**config.mk**
```make
export PLATFORM = sky130hd
export DESIGN_NAME = pwd_sender
export DESIGN_NICKNAME = d
export VERILOG_FILES = /design/src/rtl/pwd_sender.sv
export SDC_FILE = /design/constraint.sdc
export NUM_CORES = 1
export LEC_CHECK = 0
export CAP_MARGIN = 20
export CORE_ASPECT_RATIO = 1.1
export CORE_UTILIZATION = 57
export DETAILED_ROUTE_END_ITERATION = 12
export HOLD_SLACK_MARGIN = 0.06
export PLACE_DENSITY_LB_ADDON = 0.12
export SKIP_LAST_GASP = 1
export SYNTH_ARGS = -nofsm -noshare
export SYNTH_HDL_FRONTEND = slang
export SYNTH_SLANG_ARGS = --single-unit
```
**constraint.sdc**
```tcl
create_clock -name clk -period 2.82 [get_ports clk]
set_input_delay 0.705 -clock clk [delete_from_list [all_inputs] [get_ports clk]]
set_output_delay 0.705 -clock clk [all_outputs]
set_load 0.02 [all_outputs]
```
**src/rtl/pwd_sender.sv**
```systemverilog
// Key-sequence transmitter for the password lock: drives a four-key code,
// waits for unlock, retries up to MAX_TRIES attempts, pulses done or fail.
module pwd_sender #(
    parameter logic [1:0]  K1        = 2'b10,
    parameter logic [1:0]  K2        = 2'b01,
    parameter logic [1:0]  K3        = 2'b10,
    parameter logic [1:0]  K4        = 2'b11,
    parameter logic [1:0]  IDLE_KEY  = 2'b00,
    parameter int unsigned TIMEOUT   = 4,
    parameter int unsigned MAX_TRIES = 3
) (
    input  logic       clk,
    input  logic       rst,
    input  logic       start,
    input  logic       abort,
    input  logic       unlock,
    output logic [1:0] key,
    output logic       busy,
    output logic       done,
    output logic       fail,
    output logic [3:0] tries
);

    typedef enum logic [1:0] {
        IDLE,
        SEND,
        WAIT,
        FLUSH
    } state_t;

    localparam logic [3:0] WAIT_LAST = 4'(TIMEOUT - 1);
    localparam logic [3:0] TRY_MAX   = 4'(MAX_TRIES);

    state_t     state;
    logic [1:0] idx;
    logic [3:0] wcnt;

    function automatic logic [1:0] code_key(input logic [1:0] i);
        case (i)
            2'd0:    code_key = K1;
            2'd1:    code_key = K2;
            2'd2:    code_key = K3;
            default: code_key = K4;
        endcase
    endfunction

    // NOTE: every register here is written with <= so all of them update from
    // the same pre-edge values; mixing in = would make order inside the block matter.
    always_ff @(posedge clk or negedge rst) begin
        if (!rst) begin
            state <= IDLE;
            key   <= IDLE_KEY;
            busy  <= 1'b0;
            done  <= 1'b0;
            fail  <= 1'b0;
            tries <= 4'd0;
            idx   <= 2'd0;
            wcnt  <= 4'd0;
        end else begin
            // Pulses default low so each is high for a single cycle only.
            done <= 1'b0;
            fail <= 1'b0;
            if (abort) begin
                state <= IDLE;
                key   <= IDLE_KEY;
                busy  <= 1'b0;
                idx   <= 2'd0;
                wcnt  <= 4'd0;
            end else begin
                case (state)
                    IDLE: begin
                        if (start && unlock) begin
                            done  <= 1'b1;
                            tries <= 4'd0;
                        end else if (start) begin
                            state <= SEND;
                            idx   <= 2'd0;
                            key   <= K1;
                            busy  <= 1'b1;
                            tries <= 4'd1;
                        end
                    end
                    SEND: begin
                        if (idx == 2'd3) begin
                            state <= WAIT;
                            key   <= IDLE_KEY;
                            wcnt  <= 4'd0;
                        end else begin
                            idx <= idx + 2'd1;
                            key <= code_key(idx + 2'd1);
                        end
                    end
                    WAIT: begin
                        if (unlock) begin
                            done  <= 1'b1;
                            state <= IDLE;
                            busy  <= 1'b0;
                        end else if (wcnt == WAIT_LAST) begin
                            if (tries >= TRY_MAX) begin
                                fail  <= 1'b1;
                                state <= IDLE;
                                busy  <= 1'b0;
                            end else begin
                                state <= FLUSH;
                            end
                        end else begin
                            wcnt <= wcnt + 4'd1;
                        end
                    end
                    FLUSH: begin
                        // One idle-key cycle lets the lock's match counter clear.
                        state <= SEND;
                        idx   <= 2'd0;
                        key   <= K1;
                        if (tries < TRY_MAX) tries <= tries + 4'd1;
                    end
                    default: begin
                        state <= IDLE;
                        key   <= IDLE_KEY;
                        busy  <= 1'b0;
                    end
                endcase
            end
        end
    end

endmodule

```
### After elaboration in Yosys (flattened, before gate mapping)

Index checks and enable logic that the tools add are counted.

| operators by class | value |
|---|---|
| add/subtract/negate cells | 3 |
| $lt $le $gt $ge | 2 |
| equality and inequality tests | 17 |
| multiplexer cells | 44 |
| bitwise gates (word level) | 1 |
| reductions and logical operators | 14 |

Operators by type and width:

| kind | count |
|---|---|
| $mux 2 | 15 |
| $mux 4 | 7 |
| $ne 3x3->1 const B | 7 |
| $pmux 4 s2 | 2 |
| $reduce_and 4->1 | 4 |
| $mux 1 | 14 |
| $pmux 2 s3 | 2 |
| $add 4x1->4 const B | 2 |
| $eq 2x2->1 const B | 4 |
| $ne 4x4->1 const B | 2 |
| $pmux 2 s4 | 1 |
| $reduce_bool 3->1 | 2 |
| $reduce_and 5->1 | 1 |
| $eq 2x1->1 const B | 2 |
| $eq 4x2->1 const B | 1 |
| $ge 4x2->1 const B | 1 |
| $logic_not 2->1 | 2 |
| $lt 4x2->1 const B | 1 |
| $pmux 1 s2 | 2 |
| $pmux 2 s2 | 1 |
| $reduce_bool 4->1 | 1 |
| $reduce_and 3->1 | 1 |
| $add 2x1->2 const B | 1 |
| $ne 2x2->1 const B | 1 |
| 4 further kinds | 4 |

| storage, ports and cells | value |
|---|---|
| register bits after elaboration | 17 |
| bits of input ports | 5 |
| output and inout bits | 9 |

### Longest topological paths before layout

Gate-level depths: netlist (run 1).

| logic depth | value |
|---|---|
| depth after elaboration | 7 |
| mapped depth | 8 |
| depth with buffers taken out | 6 |

### Worst setup path after synthesis (run 1)

OpenSTA, ideal clock, no wires.

| timing | value |
|---|---|
| kind | input to register |
| from | input port unlock |
| to | register wcnt[2] |
| setup time | 64 ps |
| data arrival time | 1623 ps |
| data required time | 2756 ps |
| setup slack | 1133 ps |
| stages | 4 |
| buffers on the path | 0 |
| path through | nand2b_2 -> or4_4 -> nor2_1 -> mux2_2 |

| on the way | value |
|---|---|
| longest elaborated chain between the ends | 2 |

Ends and longest elaborated chain:

| element | RTL line | RTL |
|---|---|---|
| start, declared | 16 | `input logic unlock,` |
| $ne 3x3->1 (no source line) | -- |  |
| $reduce_and 4->1 (no source line) | -- |  |
| end signal, assigned | 107 | `wcnt <= wcnt + 4'd1;` |
| end, declared | 36 | `logic [3:0] wcnt;` |

Every way passes these cells.
A chain may end at the register's enable or synchronous reset.

### Final worst setup path (run 1)

| timing | value |
|---|---|
| from | register tries[0] |
| to | output port tries[0] |

RTL lines:

| element | RTL line | RTL |
|---|---|---|
| start, declared | 21 | `output logic [3:0] tries` |
| start signal, assigned | 115 | `if (tries < TRY_MAX) tries <= tries + 4'd1;` |

No word-level cell between the ends.

==> results of run 1 <==
[per-layer routing]
metal | part of all wire [%] | wire, um | vias up | track usage [%]
li1 | - | - | 412 | -
met1 | 46 | 939 | 396 | 30.3
met2 | 49 | 996 | 25 | 38.8
met3 | 4.6 | 94 | 2 | 2.75
met4 | 0.73 | 15 | 0 | 5.63
met5 | 0 | 0 | - | 0
[stage by stage]
| step | cells | hold WS [ns] |
|---|---|---|
| floorplan | 107 | 0.409 |
| global placement | 133 | 0.490 |
| detailed placement | 133 | 0.497 |
| CTS | 137 | 0.509 |
| global route | 137 | 0.533 |
| finish | 137 | 0.512 |
[power by group]
group | switching (uW) | internal, uW
sequential | 16.7 | 263
combinational | 110 | 82.4
clock | 72.9 | 54.8
[sequential cells by signal, indices dropped and copies added, names as in the netlist]
name and cells:
tries 4, wcnt 4, idx 2, key 2, state 2, busy 1, done 1, fail 1
[worst paths after layout]
check,end,slack [ns],cells after the start
worst max-delay path,tries[0],0.81,1
worst max register to register,wcnt[2]$_DFFE_PN0P_,1.02,6
min in group asynchronous,tries[1]$_DFFE_PN0P_,0.87,1
worst min-delay path,tries[3]$_DFFE_PN0P_,0.51,1
max in group asynchronous,key[0]$_DFFE_PN0P_,1.45,1
worst min register to register,tries[3]$_DFFE_PN0P_,0.51,1
[cells in the final DEF (no fill, tap or decap), drive strengths merged, types with 4 or more instances in the layout]
master / synthesis / routed
clkbuf: 4 / 4
nand2: 5 / 5
inv: 10 / 10
ha: 9 / 9
o311ai: 4 / 4
nor3: 4 / 4
nand2b: 5 / 5
a21oi: 7 / 7
o21ai: 5 / 5
clkdlybuf4s50: 0 / 13
dfrtp: 17 / 17
nor2: 8 / 8
[Yosys cell counts (all sizes together), types with 4 or more instances]
cell type | n | area share [%]
o21ai | 5 | 2.5
ha | 9 | 11
clkbuf | 4 | 1.5
nor2 | 8 | 2.9
nand2 | 5 | 1.8
inv | 10 | 3.7
nor3 | 4 | 2.0
dfrtp | 17 | 42
nand2b | 5 | 3.3
a21oi | 7 | 3.4
o311ai | 4 | 3.4
[final cells by class]
| class | instances | area [um^2] |
|---|---|---|
| well taps | 17 | 21.3 |
| clock buffers | 4 | 26.3 |
| fillers | 124 | 430 |
| flip-flops and latches | 17 | 425 |
| multi-input cells | 75 | 536 |
| repair buffers | 14 | 138 |
| inverters | 10 | 37.5 |
[logic make-up (layout without fill, tap and decap cells)]
kind of cell | Yosys count | after routing | synth area share (%)
AO/OA/AOI/OAI | 32 | 32 | 22.0
AND/OR/NAND/NOR | 32 | 32 | 17.4
buffers and inverters | 15 | 28 | 5.65
flip-flops | 17 | 17 | 41.8
adder cells (fa/ha/maj) | 9 | 9 | 11.1
multiplexers | 2 | 2 | 2.09
==> out/results.ini, run 1 <==
[drt]
antenna_left=0
drt-initial-drc-count=32
drc_errors=0
wirelength_um=2050
num_vias=835
wire_per_inst_um=14.9
first_pass_iters=4
vias_per_cell=6.09

[sta]
final.setup.worst_slack_ns=0.806
tns_ns=0
fmax_mhz=497
slew_headroom_pct=47.3
rsz0062_at_grt=no
skew_ns=0.00724
worst_pin_slew_ns=0.787
period_share_pct=71.4
slew_violations=0
hold_viol=0
finalSetupViolations=0
finalCriticalPeriod_ns=2.01

[worst_setup_path]
crit_slowest_cell=clkdlybuf4s50_1
path_class=reg2out
crit_start=tries[0]$_DFFE_PN0P_
startpoint_type=flip-flop
cp.required_ns=2.12
r2r_start=state[0]$_DFFE_PN0P_
critical_path.max_stage_delay_ns=0.62
crit_chain=clkdlybuf4s50_1
cp-end-kind=primary output
path_buf_inv=1
arrival_ns=1.31
critical_path.max_fanout=4
cpLargestDelayFamily=buffers and inverters

[floorplanning]
io-pin-count=14
row_count=15
dieHeight_um=46.3
dieArea_um2=1960
die_width_um=42.3
start_util_pct=63.1
core_um2=1610

[synth]
synth_edf_count=0
netlist_area_um2=1020
syn_inst=107
ys.flop_type=dfrtp_1
ys_async_sr_fraction_pct=100
postSynthAreaPerCell_um2=9.52
yosysUniqueCellTypes=36
synth-seq-cells=17
seq_area_frac_synth_pct=41.8
syn_nets=121
ys_warn_count=0

[power_and_ir_drop]
irDropWorstVdd_uv=272
p_total_uw=600
power_density_nw_per_um2=507
p_leak_uw=0.000512

[clock_tree]
cts-hold-fix-buffers=0
cts_tree=yes
cts_setup_buffers=0
cts-buffers-inserted=3
clock-sinks=17
cts_max_level=1
cts_resized=0
ctsLongestPathBuffers=2
cts-root-buf=clkbuf_4
clkTransAtPathRegs_ns=0.10
clock_latency_ns=0.28

[layout]
area_delta_synth_final_pct=16.2
nets=135
finish.utilization_pct=73.3
fin_area_um2=1180
n_antenna_cell=0
drive_gt1_share_pct=8.33

[hold_path]
min_path_type=reg2reg
min_from=tries[3]$_DFFE_PN0P_

[place]
placed_area_um2=1160
place_ws_ns=0.556
hpwl_um=1540
port_buffers=13
gp_congestion=0.867

[outcome]
status=complete, no violations

[grt]
grt_util_all_layers_pct=22.4
grt_antenna_before_repair=0
grt_start_max_net_pins=18
grt_overflow=0
grt_pass1_wl_um=3330
first_global_vias=749

[flow_run]
cap_violations=0

Power figures use the tool's default switching activity.
==> run 2: changes to the inputs <==
Settings changed: CORE_UTILIZATION 57 to 53.
Clock period 2.82 ns to 1.86 ns, I/O delays scaled along.
==> run 2 against run 1 <==
Compared with the run above: the flow now finishes with violations (design-rule violations); total power up 56%; cell area up 5.4%; clock power up 53%; via count up 0.96%; sequential power up 51%; sequential cell count unchanged; combinational power up 64%; die area up 7.2%; largest cell class unchanged.
==> out/results.ini, run 2 (synthesis results as in run 1) <==
[layout]
nets=143  ; was 135
biggestRegsByFlops=tries x4, wcnt x4  ; unchanged
area_delta_synth_final_pct=22.5  ; was 16.2%
n_antenna_cell=0  ; unchanged
drive_gt1_share_pct=14.8  ; was 8.33%
fin_area_um2=1250  ; was 1180 um^2
final_common_cell=dfrtp_1  ; unchanged
mostFrequentLayoutCells=dfrtp_1, clkdlybuf4s50_1, inv_1  ; unchanged

[sta]
finalSetupViolations=0  ; unchanged
tns_ns=0  ; unchanged
hold_ws_ns=0.482  ; was 0.512 ns
finalCriticalPeriod_ns=1.77
fmax_mhz=566
slew_headroom_pct=71.1  ; was 47.3%
period_share_pct=94.9
slew_violations=0  ; unchanged
worst_pin_slew_ns=0.433  ; was 0.787 ns
rsz0062_at_grt=no  ; unchanged
hold_viol=0  ; unchanged
skew_ns=0.00619  ; was 0.00724 ns

[worst_setup_path]
cp.required_ns=1.39  ; was 2.12 ns
crit_slowest_cell=clkdlybuf4s50_1  ; unchanged
worstReg2RegEnd=state[0]$_DFFE_PN0P_  ; was wcnt[2]$_DFFE_PN0P_
path_class=reg2out  ; unchanged
r2r_slack_ns=0.13  ; was 1.02 ns
crit_chain=clkdlybuf4s50_1  ; unchanged
arrival_ns=1.30  ; was 1.31 ns
startpoint_type=flip-flop  ; unchanged
path_buf_inv=1  ; unchanged
cp-end-kind=primary output  ; unchanged
cpLargestDelayFamily=buffers and inverters  ; unchanged
rr_worst_depth=5  ; was 6
critical_path.max_fanout=4  ; unchanged
r2r_start=wcnt[0]$_DFFE_PN0P_  ; was state[0]$_DFFE_PN0P_
critical_path.max_stage_delay_ns=0.62  ; about the same
cp_num_cells=1  ; unchanged

[power_and_ir_drop]
power_density_nw_per_um2=749  ; was 507 nW/um^2
p_total_uw=934  ; was 600 uW
p_leak_uw=0.000549  ; was 0.000512 uW
irDropWorstVdd_uv=490  ; was 272 uV

[clock_tree]
clkTransAtPathRegs_ns=0.10  ; about the same
cts-root-buf=clkbuf_4  ; unchanged
cts_setup_buffers=0  ; unchanged
cts-hold-fix-buffers=0  ; unchanged
cts_max_level=1  ; unchanged
clock-sinks=17  ; unchanged
cts-buffers-inserted=3  ; unchanged
cts_resized=0  ; unchanged
ctsLongestPathBuffers=2  ; unchanged
clock_latency_ns=0.29  ; was 0.28 ns
cts_tree=yes  ; unchanged

[grt]
first_global_vias=742  ; was 749
grt_antenna_before_repair=0  ; unchanged
grt_pass1_wl_um=3330  ; about the same
grt_overflow=0  ; unchanged
grt_util_all_layers_pct=21.9  ; was 22.4%
grt_start_max_net_pins=18  ; unchanged

[outcome]
violations=design-rule violations
status=complete, but fails checks  ; was complete, no violations

[place]
placed_area_um2=1220  ; was 1160 um^2
gp_congestion=0.831  ; was 0.867
hpwl_um=1500  ; was 1540 um
port_buffers=13  ; unchanged

[floorplanning]
dieHeight_um=48.0  ; was 46.3 um
row_count=16  ; was 15
die_width_um=43.8  ; was 42.3 um
start_util_pct=56.5  ; was 63.1%
io-pin-count=14  ; unchanged
dieArea_um2=2100  ; was 1960 um^2
core_um2=1800  ; was 1610 um^2

[drt]
drt-initial-drc-count=15  ; was 32
first_pass_iters=8  ; was 4
drc_errors=2  ; was 0
wire_per_inst_um=13.3  ; was 14.9 um
vias_per_cell=5.77  ; was 6.09
num_vias=843  ; was 835
antenna_left=0  ; unchanged
wirelength_um=1940  ; was 2050 um

[flow_run]
cap_violations=0  ; unchanged

[hold_path]
min_path_type=in2async  ; was reg2reg

-- run 2: cell count changes in the layout (fill, tap and decap cells not counted) --
| cell | previous run | this run |
|---|---|---|
| buf_4 | 1 | 9 |
| ha_1 | 9 | 8 |
| ha_2 | 0 | 1 |
-- run 2: layout make-up --
class                   count  area, um^2
well taps                  18        22.5
fillers                   146         554
flip-flops and latches     17         425
repair buffers             22         198
inverters                  10        37.5
multi-input cells          75         538
clock buffers               4        26.3
-- run 2: how the worst max path moves through the flow --
stage / endpoint / slack (ns) / startpoint
detailed placement: wcnt[3]$_DFFE_PN0P_ / -0.11 / unlock
global route: tries[0]$_DFFE_PN0P_ / 0.006 / state[0]$_DFFE_PN0P_
finish: tries[1] / 0.09 / tries[1]$_DFFE_PN0P_
CTS: tries[0] / 0.09 / tries[0]$_DFFE_PN0P_
floorplan: wcnt[2]$_DFFE_PN0P_ / 0.25 / state[0]$_DFFE_PN0P_
global placement: state[0]$_DFFE_PN0P_ / -0.08 / unlock
-- run 2: layer usage --
metal  global-route usage (%)  wire length (um)  up-vias  part of all wire (%)
li1                         -                 -      433                     -
met1                     30.2               967      391                    50
met2                     33.7               888       15                    46
met3                     2.64                50        4                   2.6
met4                     11.9                36        0                   1.9
met5                        0                 0        -                     0
-- run 2: power by group --
| part | internal (uW) | switching [uW] |
|---|---|---|
| clock | 83.3 | 112 |
| combinational | 146 | 170 |
| sequential | 399 | 23.3 |
| total | 628 | 306 |
-- run 2: through the flow --
stage	std cells	utilization [%]	setup WS, ns
finish	146	69.2	0.0945
global route	146	69.2	0.00623
CTS	146	69.1	0.0862
detailed placement	142	67.6	-0.114
global placement	142	67.6	-0.0780
floorplan	107	-	0.248
==> run 3: changes to the inputs <==
Settings changed: SLEW_MARGIN set to 5.
==> results of run 3 <==
The final DEF is identical to that of run 2; final timing and power are the same.
==> patch 1, RTL diff (config.mk and constraints of run 2) <==
Put one more register stage on the output `tries`, cleared by the reset. The value now appears one clock later. The other outputs are not delayed to match.
--- a/src/rtl/pwd_sender.sv
+++ b/src/rtl/pwd_sender.sv
@@ -32,4 +32,6 @@
     localparam logic [3:0] TRY_MAX   = 4'(MAX_TRIES);
 
+    logic [3:0] tries_s0;
+
     state_t     state;
     logic [1:0] idx;
@@ -54,5 +56,5 @@
             done  <= 1'b0;
             fail  <= 1'b0;
-            tries <= 4'd0;
+            tries_s0 <= 4'd0;
             idx   <= 2'd0;
             wcnt  <= 4'd0;
@@ -72,5 +74,5 @@
                         if (start && unlock) begin
                             done  <= 1'b1;
-                            tries <= 4'd0;
+                            tries_s0 <= 4'd0;
                         end else if (start) begin
                             state <= SEND;
@@ -78,5 +80,5 @@
                             key   <= K1;
                             busy  <= 1'b1;
-                            tries <= 4'd1;
+                            tries_s0 <= 4'd1;
                         end
                     end
@@ -97,5 +99,5 @@
                             busy  <= 1'b0;
                         end else if (wcnt == WAIT_LAST) begin
-                            if (tries >= TRY_MAX) begin
+                            if (tries_s0 >= TRY_MAX) begin
                                 fail  <= 1'b1;
                                 state <= IDLE;
@@ -113,5 +115,5 @@
                         idx   <= 2'd0;
                         key   <= K1;
-                        if (tries < TRY_MAX) tries <= tries + 4'd1;
+                        if (tries_s0 < TRY_MAX) tries_s0 <= tries_s0 + 4'd1;
                     end
                     default: begin
@@ -125,4 +127,12 @@
     end
 
+    always_ff @(posedge clk or negedge rst) begin
+        if (!rst) begin
+            tries <= '0;
+        end else begin
+            tries <= tries_s0;
+        end
+    end
+
 endmodule
 
Function: changed (Yosys sat finds a counterexample within 4 cycles, from zero or initial values and one cycle with rst low).
==> patch 1 against run 2 <==
Setup slack gained 0.036 ns; sequential cell count increased by 4; critical path type unchanged; wire length grew 9.6%; largest cell class unchanged; clock skew is 0.0027 ns lower; area after synthesis is 12% higher; sequential share of layout area grew 3.5 points; design area is 12% higher.
Power is not compared: it rests on default switching activity, and its combinational part moved more than twofold at a synthesized area within 25%.
==> patch 1: results <==
{
  "first_global_vias": 850,
  "tightest_slew_ns": 0.3782,
  "grt_use_met1": 0.2834,
  "diodes": 0,
  "dpl_worst_slack_ns": -0.1143,
  "post-dp-hpwl_microns": 1623,
  "dr.first_iter.drc_count": 11,
  "syn-num-nets": 129,
  "seq_area_frac_synth": 0.4595,
  "wl_met2_microns": 1020,
  "ys.flop_type": "dfrtp_1",
  "cts.path.max_buffers": 2,
  "cts_buffers": 3,
  "avgSynthCellArea_sq_um": 9.944,
  "antenna_found_initial": 0,
  "grtUsageMet3": 0.03237,
  "arrival_ns": 1.26,
  "gp_congestion": 0.8503,
  "skew_ns": 0.003481,
  "synth_compound_area_frac": 0.1543,
  "slowest_delay_ns": 0.60,
  "reg.largest.list": "tries (4), tries_s0 (4), wcnt (4)",
  "synthMuxAreaShare": 0.04486,
  "via_count": 911,
  "drtPass1Iterations": 4,
  "insertion_delay_ns": 0.30,
  "place_area_sq_um": 1369,
  "synth_fa_ha_area_frac": 0.09847,
  "synthArstFlopShare": 1.000,
  "outcome": "finished, final reports clean",
  "met1_length_microns": 1027,
  "highest_layer": "met4",
  "numPortBuffers": 13,
  "path_clk_slew_ns": 0.11,
  "post-cts-setup-buffers": 0,
  "wl_met3_microns": 51,
  "netlist_top_cells_count": "21 x dfrtp_1, 9 x a21oi_1, 9 x ha_1",
  "ys_warn_count": 0,
  "place_inst": 161,
  "use_met2": 0.3498,
  "crit_fanout": 2,
  "grtUsageTotal": 0.2171,
  "min_path_type": "register to register",
  "ys_types": 35,
  "ctsHtreeMaxLevel": 1,
  "grt_max_degree": 22,
  "drive_above_1_share": 0.1314,
  "nNetsFinal": 152,
  "grt_pass1_wl_microns": 3650,
  "post_drt_via_cell_ratio": 5.521,
  "post_drt_wl_per_cell_microns": 12.89,
  "root_buffer": "clkbuf_4",
  "synth_xor_xnor_area_share": 0,
  "p_leak_nw": 0.6352,
  "ys_top_cells_by_area": "dfrtp_1 46%, ha_1 9.8%, a21oi_1 3.9%, mux2i_1 3.5%, nor3_1 3.1%",
  "max-vdd-ir-drop_v": 0.0005672
}
==> patch 1: path summary, 6_finish.rpt <==
| kind | from | end | slack (ns) | cells after the start |
|---|---|---|---|---|
| worst max-delay path | busy$_DFFE_PN0P_ | busy | 0.13 | 1 |
| worst min-delay path | tries_s0[3]$_DFFE_PN0P_ | tries[3]$_DFF_PN0_ | 0.43 | 0 |
| worst max register to register | tries_s0[1]$_DFFE_PN0P_ | tries_s0[0]$_DFFE_PN0P_ | 0.13 | 5 |
| worst min register to register | tries_s0[3]$_DFFE_PN0P_ | tries[3]$_DFF_PN0_ | 0.43 | 0 |
| max in group asynchronous | rst | fail$_DFF_PN0_ | 1.15 | 2 |
| min in group asynchronous | rst | tries[0]$_DFF_PN0_ | 0.50 | 2 |
==> patch 1: report_power, final <==
part / total [mW] / internal, mW / switching (mW)
Sequential: 0.583 / 0.533 / 0.0501
Clock: 0.210 / 0.0835 / 0.126
Combinational: 0.695 / 0.319 / 0.376
==> patch 1: timing repair <==
item / in CTS / in global routing
resized for setup: 0 / 1
endpoints found under the setup margin: 0 / 2
endpoints found under the hold margin: 0 / 0
==> patch 1: area by class of cell <==
type                            count  area, sq um
Clock buffer                        4        26.28
Fill cell                         168        621.8
Inverter                            6        22.52
Multi-Input combinational cell     81        569.3
Sequential cell                    21        525.5
Tap cell                           28        35.03
Timing Repair Buffer               25        220.2
==> patch 1: worst register-to-register path: cells and delay by family (launching register included) <==
family,cells,cell delay [ns]
AOI/OAI and AO/OA,1,0.07
adders and majority gates,1,0.20
and+or+nand+nor,3,0.92
DFF,1,0.43
==> patch 1: cell families after synthesis <==
group	count (synthesis)
adders and majority gates	9
DFF	21
muxes	5
AOI/OAI and AO/OA	26
buffers and inverters	13
and+or+nand+nor	41
==> patch 2, RTL diff (settings of run 2) <==
Without the edit above. The 4 states of `state_t` get a one-hot encoding in 4 bits.
--- a/src/rtl/pwd_sender.sv
+++ b/src/rtl/pwd_sender.sv
@@ -22,9 +22,9 @@
 );
 
-    typedef enum logic [1:0] {
-        IDLE,
-        SEND,
-        WAIT,
-        FLUSH
+    typedef enum logic [3:0] {
+        IDLE  = 4'b0001,
+        SEND  = 4'b0010,
+        WAIT  = 4'b0100,
+        FLUSH = 4'b1000
     } state_t;
 
Function: no difference found for any inputs over 10 cycles, from zero or initial values and one cycle with rst low; not proved beyond that.
==> patch 2 against run 2 <==
Sequential cell count up 2; hold slack gained 0.0082 ns; total power increased by 17%; clock power is 4% higher; largest power group unchanged; global-route usage up 3.3 points; area after synthesis up 10%; setup slack worse by 0.038 ns; critical endpoint is now wcnt[2]$_DFFE_PN0P_; cell count up 18%; design area rose by 13%; wire length up 36%.
==> patch 2: results <==
{
  "reg.largest.list": "state (4), tries (4), wcnt (4)",
  "tightest_slew_ns": 0.4475,
  "first_global_vias": 912,
  "netlist_top_cells_count": "18 x dfrtp_1, 9 x nor2_1, 8 x o21ai_0",
  "ys_types": 41,
  "place_area_sq_um": 1388,
  "crit_fanout": 5,
  "dpl_worst_slack_ns": -0.1164,
  "via_count": 985,
  "endpoint": "wcnt[2]$_DFFE_PN0P_",
  "seq_area_frac_synth": 0.4257,
  "internal-power_mw": 0.7290,
  "skew_ns": 0.002249,
  "dr.first_iter.drc_count": 35,
  "avgSynthCellArea_sq_um": 9.654,
  "gp_congestion": 0.9015,
  "ys_top_cells_by_area": "dfrtp_1 40%, ha_1 5.6%, o21ai_0 3.6%, nor2_1 3.0%, a21oi_1 2.7%",
  "drive_above_1_share": 0.1862,
  "grtUsageTotal": 0.2524,
  "r2r-end": "wcnt[2]$_DFFE_PN0P_",
  "outcome": "finished, final reports clean",
  "syn-num-nets": 126,
  "startpoint": "wcnt[0]$_DFFE_PN0P_",
  "post_drt_via_cell_ratio": 5.694,
  "grt_max_degree": 20,
  "fmax_mhz": 554.6,
  "post_drt_wl_per_cell_microns": 15.22
}
==> patch 2: cell families after synthesis <==
| kind of cell | synth area share |
|---|---|
| buffers and inverters | 0.03911 |
| multiplexers | 0.008939 |
| AND/OR/NAND/NOR | 0.2614 |
| adder cells (fa/ha/maj) | 0.05587 |
| flip-flops | 0.4257 |
| AO/OA/AOI/OAI | 0.2090 |
==> patch 2: worst max-delay path: stages (launching register included) <==
cell	delay (ns)
dfrtp_1	0.39
ha_1	0.17
or3b_2	0.51
a32o_1	0.30
a21oi_1	0.22
a22o_1	0.17
==> patch 2: through the flow <==
stage            util  setup TNS, ns  hold WS (ns)
2_1_floorplan       -              0        0.1694
3_3_place_gp   0.6940        -0.1859        0.4729
3_5_place_dp   0.6940        -0.3875        0.4834
4_1_cts        0.7071              0        0.4882
5_1_grt        0.7071              0        0.4966
6_report       0.7071              0        0.4901
==> patch 2: final cells by class <==
cell class	count	area, sq um
multi-input combinational	87	599.3
fill	169	585.6
sequential	19	476.7
timing repair buffer	30	257.7
tap	28	35.03
clock buffer	4	26.28
inverter	5	18.77
==> patch 2: power groups by stage <==
| stage | logic, mW | registers, mW | clock network, mW |
|---|---|---|---|
| after floorplan | 0.170 | 0.543 | 0 |
| after global placement | 0.375 | 0.505 | 0 |
| after detailed placement | 0.383 | 0.508 | 0 |
| after CTS | 0.386 | 0.500 | 0.212 |
| after global routing | 0.429 | 0.505 | 0.232 |
| final | 0.390 | 0.500 | 0.204 |
==> patch 2: layer usage <==
metal  vias to the layer above  GRT usage  routed length, microns
met1                       455     0.3548                    1209
met5                         -          0                       0
met4                         0    0.07353                      40
met3                         6    0.03237                     107
met2                        36     0.4000                    1275
li1                        488          -                       -
